--- src/rtl/counter_seq_pkg.sv ---
// Shared definitions for the counter sequencer: FSM state encoding and default widths.
package counter_seq_pkg;

  localparam int DEF_WIDTH  = 4;
  localparam int DEF_PCNT_W = 8;

  typedef enum logic [1:0] {
    ST_IDLE = 2'd0,
    ST_RUN  = 2'd1,
    ST_HOLD = 2'd2,
    ST_DONE = 2'd3
  } seq_state_t;

endpackage

--- src/rtl/counter_sequencer_count_core.sv ---
// WIDTH-bit count register: clear has priority over increment, otherwise the value holds.
module count_core
  import counter_seq_pkg::*;
#(
  parameter int WIDTH = DEF_WIDTH
) (
  input  logic             clk,
  input  logic             rst,
  input  logic             clr,
  input  logic             en,
  output logic [WIDTH-1:0] value
);

  // Count register update.
  always_ff @(posedge clk) begin
    if (rst) begin
      value <= {WIDTH{1'b0}};
    end else if (clr) begin
      value <= {WIDTH{1'b0}};
    end else if (en) begin
      value <= value + 1'b1;
    end else begin
      value <= value;
    end
  end

endmodule

--- src/rtl/counter_sequencer.sv ---
// Run/hold/done sequencer around a count register, with one-shot or periodic terminal events.
module counter_sequencer
  import counter_seq_pkg::*;
#(
  parameter int WIDTH  = DEF_WIDTH,
  parameter int PCNT_W = DEF_PCNT_W
) (
  input  logic              clk,
  input  logic              rst,
  input  logic              start,
  input  logic              stop,
  input  logic              pause,
  input  logic [WIDTH-1:0]  limit,
  input  logic              auto_reload,
  output logic [WIDTH-1:0]  count,
  output logic              busy,
  output logic              done,
  output logic [PCNT_W-1:0] periods
);

  seq_state_t        state_r;
  logic [WIDTH-1:0]  limit_r;
  logic              reload_r;
  logic              clr_s;
  logic              en_s;
  logic              at_limit_s;

  assign at_limit_s = (count == limit_r);

  count_core #(.WIDTH(WIDTH)) u_core (
    .clk   (clk),
    .rst   (rst),
    .clr   (clr_s),
    .en    (en_s),
    .value (count)
  );

  // Count register control, following the same event priority as the FSM.
  always_comb begin
    clr_s = 1'b0;
    en_s  = 1'b0;
    case (state_r)
      ST_IDLE, ST_DONE: begin
        if (stop || start) begin
          clr_s = 1'b1;
        end else begin
          clr_s = 1'b0;
        end
      end
      ST_RUN: begin
        if (stop) begin
          clr_s = 1'b1;
        end else if (pause) begin
          en_s = 1'b0;
        end else if (at_limit_s) begin
          clr_s = reload_r;
        end else begin
          en_s = 1'b1;
        end
      end
      ST_HOLD: begin
        if (stop) begin
          clr_s = 1'b1;
        end else begin
          clr_s = 1'b0;
        end
      end
      default: begin
        clr_s = 1'b1;
      end
    endcase
  end

  // Sequencer state, latched run configuration and registered status outputs.
  always_ff @(posedge clk) begin
    if (rst) begin
      state_r  <= ST_IDLE;
      limit_r  <= {WIDTH{1'b0}};
      reload_r <= 1'b0;
      busy     <= 1'b0;
      done     <= 1'b0;
      periods  <= {PCNT_W{1'b0}};
    end else begin
      done <= 1'b0;
      case (state_r)
        ST_IDLE, ST_DONE: begin
          if (stop) begin
            state_r <= ST_IDLE;
            busy    <= 1'b0;
          end else if (start) begin
            state_r  <= ST_RUN;
            limit_r  <= limit;
            reload_r <= auto_reload;
            periods  <= {PCNT_W{1'b0}};
            busy     <= 1'b1;
          end else begin
            state_r <= state_r;
            busy    <= 1'b0;
          end
        end
        ST_RUN: begin
          if (stop) begin
            state_r <= ST_IDLE;
            busy    <= 1'b0;
          end else if (pause) begin
            state_r <= ST_HOLD;
            busy    <= 1'b1;
          end else if (at_limit_s) begin
            done    <= 1'b1;
            periods <= periods + 1'b1;
            if (reload_r) begin
              state_r <= ST_RUN;
              busy    <= 1'b1;
            end else begin
              state_r <= ST_DONE;
              busy    <= 1'b0;
            end
          end else begin
            state_r <= ST_RUN;
            busy    <= 1'b1;
          end
        end
        ST_HOLD: begin
          if (stop) begin
            state_r <= ST_IDLE;
            busy    <= 1'b0;
          end else if (!pause) begin
            state_r <= ST_RUN;
            busy    <= 1'b1;
          end else begin
            state_r <= ST_HOLD;
            busy    <= 1'b1;
          end
        end
        default: begin
          state_r <= ST_IDLE;
          busy    <= 1'b0;
        end
      endcase
    end
  end

endmodule

--- config.mk ---
export PLATFORM = sky130hd
export DESIGN_NAME = counter_sequencer
export DESIGN_NICKNAME = d
export VERILOG_FILES = /design/src/rtl/counter_seq_pkg.sv /design/src/rtl/counter_sequencer_count_core.sv /design/src/rtl/counter_sequencer.sv
export SDC_FILE = /design/constraint.sdc
export NUM_CORES = 1
export LEC_CHECK = 0
export ABC_AREA = 1
export CAP_MARGIN = 5
export CELL_PAD_IN_SITES_DETAIL_PLACEMENT = 0
export CELL_PAD_IN_SITES_GLOBAL_PLACEMENT = 1
export CORE_MARGIN = 2
export CORE_UTILIZATION = 35
export CTS_CLUSTER_DIAMETER = 100
export DETAILED_ROUTE_END_ITERATION = 7
export PLACE_DENSITY_LB_ADDON = 0.1
export SETUP_SLACK_MARGIN = 0.4
export SKIP_LAST_GASP = 1
export SYNTH_ARGS = -nofsm -noshare
export SYNTH_HDL_FRONTEND = slang
export SYNTH_SLANG_ARGS = --single-unit
--- constraint.sdc ---
create_clock -name clk -period 2.2 [get_ports clk]
set_input_delay 0.22 -clock clk [delete_from_list [all_inputs] [get_ports clk]]
set_output_delay 0.22 -clock clk [all_outputs]
set_load 0.005 [all_outputs]
Yosys cells after proc, flatten, opt, wreduce, memory -nomap -nowiden
Cells that the tools add are included.
{"block": "totals", "input_bits": 10, "elab_cells": 63, "ff_bits": 21, "output_inout_bits": 14}
{"block": "op_classes", "n_mux": 34, "eq_ne": 10, "bitwise": 2, "n_reduce_logical": 8, "add_sub_neg": 2}
{"op": "$mux W8", "n": 5}
{"op": "$mux W1", "n": 17}
{"op": "$mux W2", "n": 8}
{"op": "$pmux W8 S2", "n": 1}
{"op": "$ne A2 B2 Y1 const B", "n": 5}
{"op": "$add A8 B1 Y8 const B", "n": 1}
{"op": "$pmux W1 S3", "n": 2}
{"op": "$pmux W2 S3", "n": 1}
{"op": "$reduce_and A6 Y1", "n": 1}
{"op": "$add A4 B1 Y4 const B", "n": 1}
{"op": "$eq A2 B2 Y1 const B", "n": 2}
{"op": "$eq A4 B4 Y1", "n": 1}
{"op": "$reduce_or A2 Y1", "n": 2}
{"op": "$reduce_or A4 Y1", "n": 1}
{"op": "$ne A3 B3 Y1 const B", "n": 1}
{"op": "$reduce_and A3 Y1", "n": 1}
{"op": "$eq A2 B1 Y1 const B", "n": 1}
{"op": "$logic_not A2 Y1", "n": 1}
{"op": "$not A1 Y1", "n": 2}
{"op": "$reduce_bool A2 Y1", "n": 1}
{"op": "$logic_or A1 B1 Y1", "n": 1}

Depth between registers and ports, before layout
Gate-level depths: netlist (run 1).
{"block": "logic_depth", "depth_word": 6, "depth_mapped": 11, "ltp_nobuf": 11}

By module
From an unflattened synthesis (run 1), not the netlist that was laid out.
{"block": "unflattened", "cells_unflattened": 179, "hier_area_um2": 1194.9}
{"mod": "counter_sequencer", "seq_area_each_um2": 340.3, "cells_each": 157, "area_each_um2": 1026.0, "instances": 1}
{"mod": "count_core", "seq_area_each_um2": 80.1, "cells_each": 22, "area_each_um2": 168.9, "instances": 1}

Worst setup path after synthesis (run 1)
OpenSTA, ideal clock, no wires.
{"block": "synth_path", "kind": "register to register", "start": "register state_r[0]", "end": "register periods[1]", "setup_time_ps": 113, "required_ps": 2087, "path_buffers": 0, "arrival_time_ps": 1353, "setup_slack_ps": 734, "period_less_slack_ps": 1466, "path_stages_with_launch": 12, "cell_sequence": "dfxtp_1 -> inv_1 -> ha_1 -> inv_1 -> nor2_1 -> nand2_1 -> o21ai_4 -> o21ai_4 -> inv_6 -> nand2_2 -> nand2_1 -> nor2_1"}
{"block": "synth_via", "elab_chain_cells": 4, "elab_cells_between_ends": 12, "classes_between": "7 x eq/ne; 1 x mux; 4 x reduce/logical"}
{"item": "from (decl)", "line": "counter_sequencer.sv:21", "rtl": "seq_state_t state_r;"}
{"item": "from (signal assigned)", "line": "counter_sequencer.sv:97", "rtl": "state_r <= state_r;"}
{"item": "$eq A2 B2 Y1 / $logic_not A2 Y1 (equally long branches)", "line": "counter_sequencer.sv:85", "rtl": "case (state_r)"}
{"item": "$reduce_or A2 Y1", "line": "counter_sequencer.sv:85"}
{"item": "$ne A2 B2 Y1 (no line) / $reduce_bool A2 Y1 (equally long branches)"}
{"item": "$reduce_and A6 Y1 (no line)"}
{"item": "to (signal assigned)", "line": "counter_sequencer.sv:82", "rtl": "periods <= {PCNT_W{1'b0}};"}
{"item": "to (signal assigned)", "line": "counter_sequencer.sv:94", "rtl": "periods <= {PCNT_W{1'b0}};"}
{"item": "to (signal assigned)", "line": "counter_sequencer.sv:110", "rtl": "periods <= periods + 1'b1;"}
{"item": "to (decl)", "line": "counter_sequencer.sv:18", "rtl": "output logic [PCNT_W-1:0] periods"}
Several ways; a longest one is shown, not always the timed one.
A chain may end at the register's enable or synchronous reset.

Worst setup path after layout (run 1)
{"block": "layout_path", "start": "register state_r[0]", "end": "register periods[2]"}
Same word-level chain as after synthesis.

==> results of run 1 <==
-- cells in the mapped netlist --
library cell and count:
a21oi_1 12, a21oi_2 5, clkbuf_1 2, dfxtp_1 21, ha_1 4, inv_1 23
inv_2 3, inv_6 1, nand2_1 34, nand2_2 10, nand2_4 1, nand3_1 5
nand4_1 3, nor2_1 17, nor2_4 3, nor3_1 2, nor3_2 1, o21ai_0 6
o21ai_1 1, o21ai_2 1, o21ai_4 2, xnor2_1 2, xor2_1 7
-- power groups by stage --
stage,Clock (W),Combinational [W],Sequential [W]
6_report,0.000195,0.000125,0.000400
5_1_grt,0.000220,0.000140,0.000401
4_1_cts,0.000201,0.000126,0.000400
3_5_place_dp,0,0.000125,0.000408
3_3_place_gp,0,0.000124,0.000408
2_1_floorplan,0,0.0000797,0.000407
-- per-stage QoR --
step / total power, W / cell area (um2)
6_report: 0.000719 / 1530
5_1_grt: 0.000761 / 1530
4_1_cts: 0.000727 / 1530
3_5_place_dp: 0.000533 / 1500
3_3_place_gp: 0.000531 / 1500
2_1_floorplan: 0.000487 / 1210
-- routing by layer --
layer	vias to the layer above	part of all wire	GRT usage
met4	0	0.013	0.0583
met1	491	0.46	0.180
li1	572	-	-
met5	-	0	0
met3	4	0.030	0.0306
met2	18	0.50	0.276
-- sequential cells by signal (all words and copies together), names as in the netlist --
name          count
periods           8
limit_r           4
busy              1
state_r           2
done              1
reload_r          1
u_core.value      4
-- layout make-up --
type | count | share of cell area
well taps | 46 | 0.0377
multi-input cells | 116 | 0.440
inverters | 27 | 0.0696
clock buffers | 4 | 0.0172
repair buffers | 25 | 0.161
flip-flops and latches | 21 | 0.275
-- kinds of logic after synthesis --
logic type	synth area share
simple gates	0.301
buf+inv	0.0944
compound gates	0.149
flops	0.349
xor+xnor	0.0654
fa+ha+maj	0.0415
-- worst max-delay path, cell delays in order (launching register included) --
cell and delay, ns:
dfxtp_1 0.37, inv_1 0.05, ha_1 0.29, inv_1 0.05, nor2_1 0.15, nand2_1 0.13
o21ai_4 0.09, o21ai_4 0.13, inv_6 0.12, nand2_2 0.06, a21oi_2 0.11
-- layout by cell type (no fill, tap or decap) --
master           instances
a21oi_1                 12
a21oi_2                  5
buf_4                    2
clkbuf_1                 1
clkbuf_4                 3
clkdlybuf4s50_1         23
dfxtp_1                 21
ha_1                     4
inv_1                   23
inv_2                    3
inv_6                    1
nand2_1                 34
nand2_2                 10
nand2_4                  1
nand3_1                  5
nand4_1                  3
nor2_1                  17
nor2_4                   3
nor3_1                   2
nor3_2                   1
o21ai_0                  6
o21ai_1                  1
o21ai_2                  1
o21ai_4                  2
xnor2_1                  2
xor2_1                   7
-- path summary, 6_finish.rpt --
check	from	to	slack, ns	cells after the start
setup / recovery	state_r[0]	periods[2]	0.57	10
hold / removal	limit_r[3]	limit_r[3]	0.47	2
setup reg to reg	state_r[0]	periods[2]	0.57	10
hold reg to reg	limit_r[3]	limit_r[3]	0.47	2
==> flow_summary.ini, run 1 <==
[placement]
place_worst_setup_slack_ns = 0.526
place_congestion = 0.824
port_buffers = 23
dp_hpwl_um = 2020
placed_cells = 235

[sta]
rsz0062_at_grt = no
maxSlewHeadroom = 0.793
finalSetupViolations = 0
slew_violations = 0
min_period_ns = 1.63
finalSetupTns_ns = 0
holdWs_ns = 0.473
fin_ws_ns = 0.571
max_slew.worst_pin.slew_ns = 0.310
fmax_mhz = 614
finalHoldViolations = 0
clock_skew_ns = 0.00606
period_share = 0.740

[route]
vias_per_cell = 4.54
route.detailed.drc = 0
dr.first_iter.drc_count = 50
vias = 1085
drt.antenna.violating_nets = 0
routedWlPerCell_um = 11.2
drtPass1Iterations = 4
wl_um = 2670

[power_and_ir_drop]
p_sw_frac = 0.286
p_seq_frac = 0.556
intPower_w = 0.000514
cellPowerDensity_nw_per_um2 = 471
netSwitchingPower_w = 0.000205
leakage_nw = 0.572
p_comb_frac = 0.173
vdd_ir_drop_max_v = 0.000161
pwr-share-clk = 0.271

[finish]
multi_input_area_um2 = 672
final_layout_size_suffix_gt1_frac = 0.166
final_util = 0.461
fin_nets = 208
regArea_um2 = 420
stdcell_count = 239
diodes = 0
area_growth_pct = 26.7
fillers = 372

[clock_tree]
htreeDepth = 1
clk_pin_slew_ns = 0.12
hold_buffers = 0
postCtsSetupRepairBufs = 0
cts_sinks = 21
insertion_delay_ns = 0.31
clockRootBuffer = clkbuf_4
clk_path_buf_depth = 2
cts_buffers = 3
tritoncts = yes
cts_resized = 0

[synth]
syn_nets = 180
synth.largest_area_cell = dfxtp_1
synth_warnings = 0
netlist_area_um2 = 1210
postSynthAreaPerCell_um2 = 7.27
synth.distinct_cells = 23
syn_inst = 166
seq_area_frac_synth = 0.349
synthTopCellsByArea = dfxtp_1, nand2_1, inv_1
ys_ff_latch = 21
synth_top_area_share = 0.349

[setup_path]
crit_path_max_fanout = 8
start_kind = flop
critical_path_class = reg -> reg
critical_path_required_ns = 2.45
cp.arrival_ns = 1.88
endpoint_kind = flop

[flow_run]
max_cap_viol_count = 0

[global_route]
grt_start_max_net_pins = 12
grt_pass1_vias = 1052
gr-total-overflow = 0
grtUsageTotal = 0.154
grt_pass1_wl_um = 4750
antenna_found_initial = 0

[floorplanning]
die_area_um2 = 3930
fp-row-count = 21
io_pins = 24
start_util = 0.364
die_y_um = 62.7
core-area_um2 = 3310
die_w_um = 62.7

[outcome]
status = finished, final reports clean

[hold_path]
holdCritPathClass = reg -> reg
Power figures use the tool's default switching activity.
==> inputs of run 2 (changes only) <==
--- a/config.mk
+++ b/config.mk
@@ -10,7 +10,7 @@
 export CELL_PAD_IN_SITES_DETAIL_PLACEMENT = 0
 export CELL_PAD_IN_SITES_GLOBAL_PLACEMENT = 1
 export CORE_MARGIN = 2
-export CORE_UTILIZATION = 35
+export CORE_UTILIZATION = 32
 export CTS_CLUSTER_DIAMETER = 100
 export DETAILED_ROUTE_END_ITERATION = 7
 export PLACE_DENSITY_LB_ADDON = 0.1
==> constraint.sdc (replaced) <==
create_clock -name clk -period 1.4 [get_ports clk]
set_input_delay 0.14 -clock clk [delete_from_list [all_inputs] [get_ports clk]]
set_output_delay 0.14 -clock clk [all_outputs]
set_load 0.005 [all_outputs]
==> run 2 against run 1 <==
Against the previous run:
- the run now ends with setup timing left
- clock-buffer cell count unchanged
- global-route usage grew 0.79 points
- non-clock buffer count grew 30
- register-to-register slack worse by 0.61 ns
- clock skew decreased by 0.0038 ns
- first-iteration DRC count decreased by 18%
- final cell count increased by 13%
- critical endpoint is now reload_r
- fmax rose by 13%
- total power rose by 80%
==> flow_summary.ini, run 2 (synthesis gave the netlist of run 1 again) <==
[outcome]
status = finished, violations left
violations = setup timing

[setup_path]
critical_path_required_ns = 1.55
endpoint_kind = flop
crit_path_max_fanout = 11
r2r_slack_ns = -0.04
cp.arrival_ns = 1.60
start_kind = flop
critical_path_class = reg -> reg
reg2reg_to = reload_r
rr_worst_depth = 9
r2r_start = state_r[0]

[sta]
slew_violations = 0
min_period_ns = 1.44
finalHoldViolations = 0
max_slew.worst_pin.slew_ns = 0.309
finalSetupTns_ns = -0.261
period_share = 1.03
rsz0062_at_grt = yes
maxSlewHeadroom = 0.794
finalSetupViolations = 13
clock_skew_ns = 0.00222
fin_ws_ns = -0.0421
fmax_mhz = 693

[finish]
diodes = 0
fillers = 371
area_growth_pct = 61.4
layout_common_cells = nand2_1, buf_4, inv_1, nand2_2, nor2_1
fin_nets = 238
design_area_um2 = 1950
reg.largest.list = periods (8), limit_r (4), u_core.value (4)
final_layout_size_suffix_gt1_frac = 0.489
top_register = periods
largest_reg_flops = 8
stdcell_count = 271
final_common_cell = nand2_1

[hold_path]
holdCritPathClass = reg -> reg
hold_path_startpoint = limit_r[3]
hold_depth = 2
hold_end = limit_r[3]

[clock_tree]
cts_sinks = 21
clk_pin_slew_ns = 0.08
cts_buffers = 3
tritoncts = yes
hold_buffers = 0
clockRootBuffer = clkbuf_8
clk_path_buf_depth = 2
htreeDepth = 1
insertion_delay_ns = 0.26

[route]
dr.first_iter.drc_count = 41
routedWlPerCell_um = 11.3
wl_um = 3050
drt.antenna.violating_nets = 0
vias_per_cell = 4.35
route.detailed.drc = 0
vias = 1180
drtPass1Iterations = 4

[floorplanning]
fp-row-count = 22
die_y_um = 65.4
die_area_um2 = 4280
io_pins = 24
start_util = 0.332
core-area_um2 = 3630
die_w_um = 65.4

[placement]
port_buffers = 23
placed_cells = 249
place_congestion = 0.781
place_area_um2 = 1620
dp_hpwl_um = 2080

[global_route]
gr-total-overflow = 0
grt_start_max_net_pins = 12
grtUsageTotal = 0.162
antenna_found_initial = 0
grt_pass1_vias = 1172
grt_pass1_wl_um = 5330

[power_and_ir_drop]
cellPowerDensity_nw_per_um2 = 666
vdd_ir_drop_max_v = 0.000373
leakage_nw = 0.823
p_comb_frac = 0.214
pwr-share-clk = 0.306
intPower_w = 0.000945
netSwitchingPower_w = 0.000352
p_sw_frac = 0.271
p_seq_frac = 0.479

[flow_run]
max_cap_viol_count = 0
## run 2: changes by cell type in the layout (fill, tap and decap cells not counted), moves of 5 or more
cell             delta
clkdlybuf4s50_1    -14
nand2_1            -11
dfxtp_1            -18
buf_4              +20
nand2_2             +8
dfxtp_4             +6
dfxtp_2            +12
clkdlybuf4s15_1     +6
buf_6              +10
inv_1               -5
## run 2: metrics by stage
stage / setup WS [ns] / utilization / power, W / hold slack [ns]
2_1_floorplan: 0.0589 / - / 0.000772 / 0.310
4_1_cts: -0.0615 / 0.499 / 0.00128 / 0.472
3_5_place_dp: -0.163 / 0.447 / 0.000864 / 0.459
6_report: -0.0421 / 0.536 / 0.00130 / 0.452
3_3_place_gp: -0.121 / 0.447 / 0.000861 / 0.455
5_1_grt: -0.129 / 0.536 / 0.00137 / 0.492
## run 2: worst max-delay path: stages (launching register included)
cell and delay (ns):
dfxtp_4 0.35, inv_2 0.04, ha_4 0.27, inv_4 0.04, nor2_4 0.11, nand2_4 0.07, buf_4 0.14, buf_8 0.13
o21ai_0 0.14, a21oi_1 0.05
## run 2: worst max path at each step
stage,startpoint,end,cells past startpoint
after global placement,stop,u_core.value[3],9
after CTS,state_r[0],periods[1],11
final,state_r[0],reload_r,9
after global routing,u_core.value[0],periods[1],10
after floorplan,state_r[0],periods[1],11
after detailed placement,stop,u_core.value[3],9
## run 2: layout make-up
type | count | area (um2) | area share
clock buffers | 4 | 45.0 | 0.0231
inverters | 27 | 111 | 0.0572
multi-input cells | 116 | 776 | 0.398
flip-flops and latches | 21 | 458 | 0.235
well taps | 48 | 60.1 | 0.0308
repair buffers | 55 | 497 | 0.255
## run 2: what timing repair did
action | in CTS | in global routing
pin swaps | 7 | 11
setup buffers | 11 | 7
setup endpoints to repair | 35 | 27
gates resized for setup | 59 | 36
## run 2: power by group through the flow
stage	Clock, W	Sequential (W)	Combinational (W)
floorplan	0	0.000640	0.000132
global placement	0	0.000641	0.000220
detailed placement	0	0.000642	0.000222
CTS	0.000422	0.000620	0.000241
global route	0.000444	0.000625	0.000304
finish	0.000397	0.000622	0.000278
## run 2: metal layers
layer	track usage	part of all wire
met5	0	0
met4	0.0599	0.0075
met3	0.0223	0.027
met2	0.250	0.44
met1	0.229	0.52
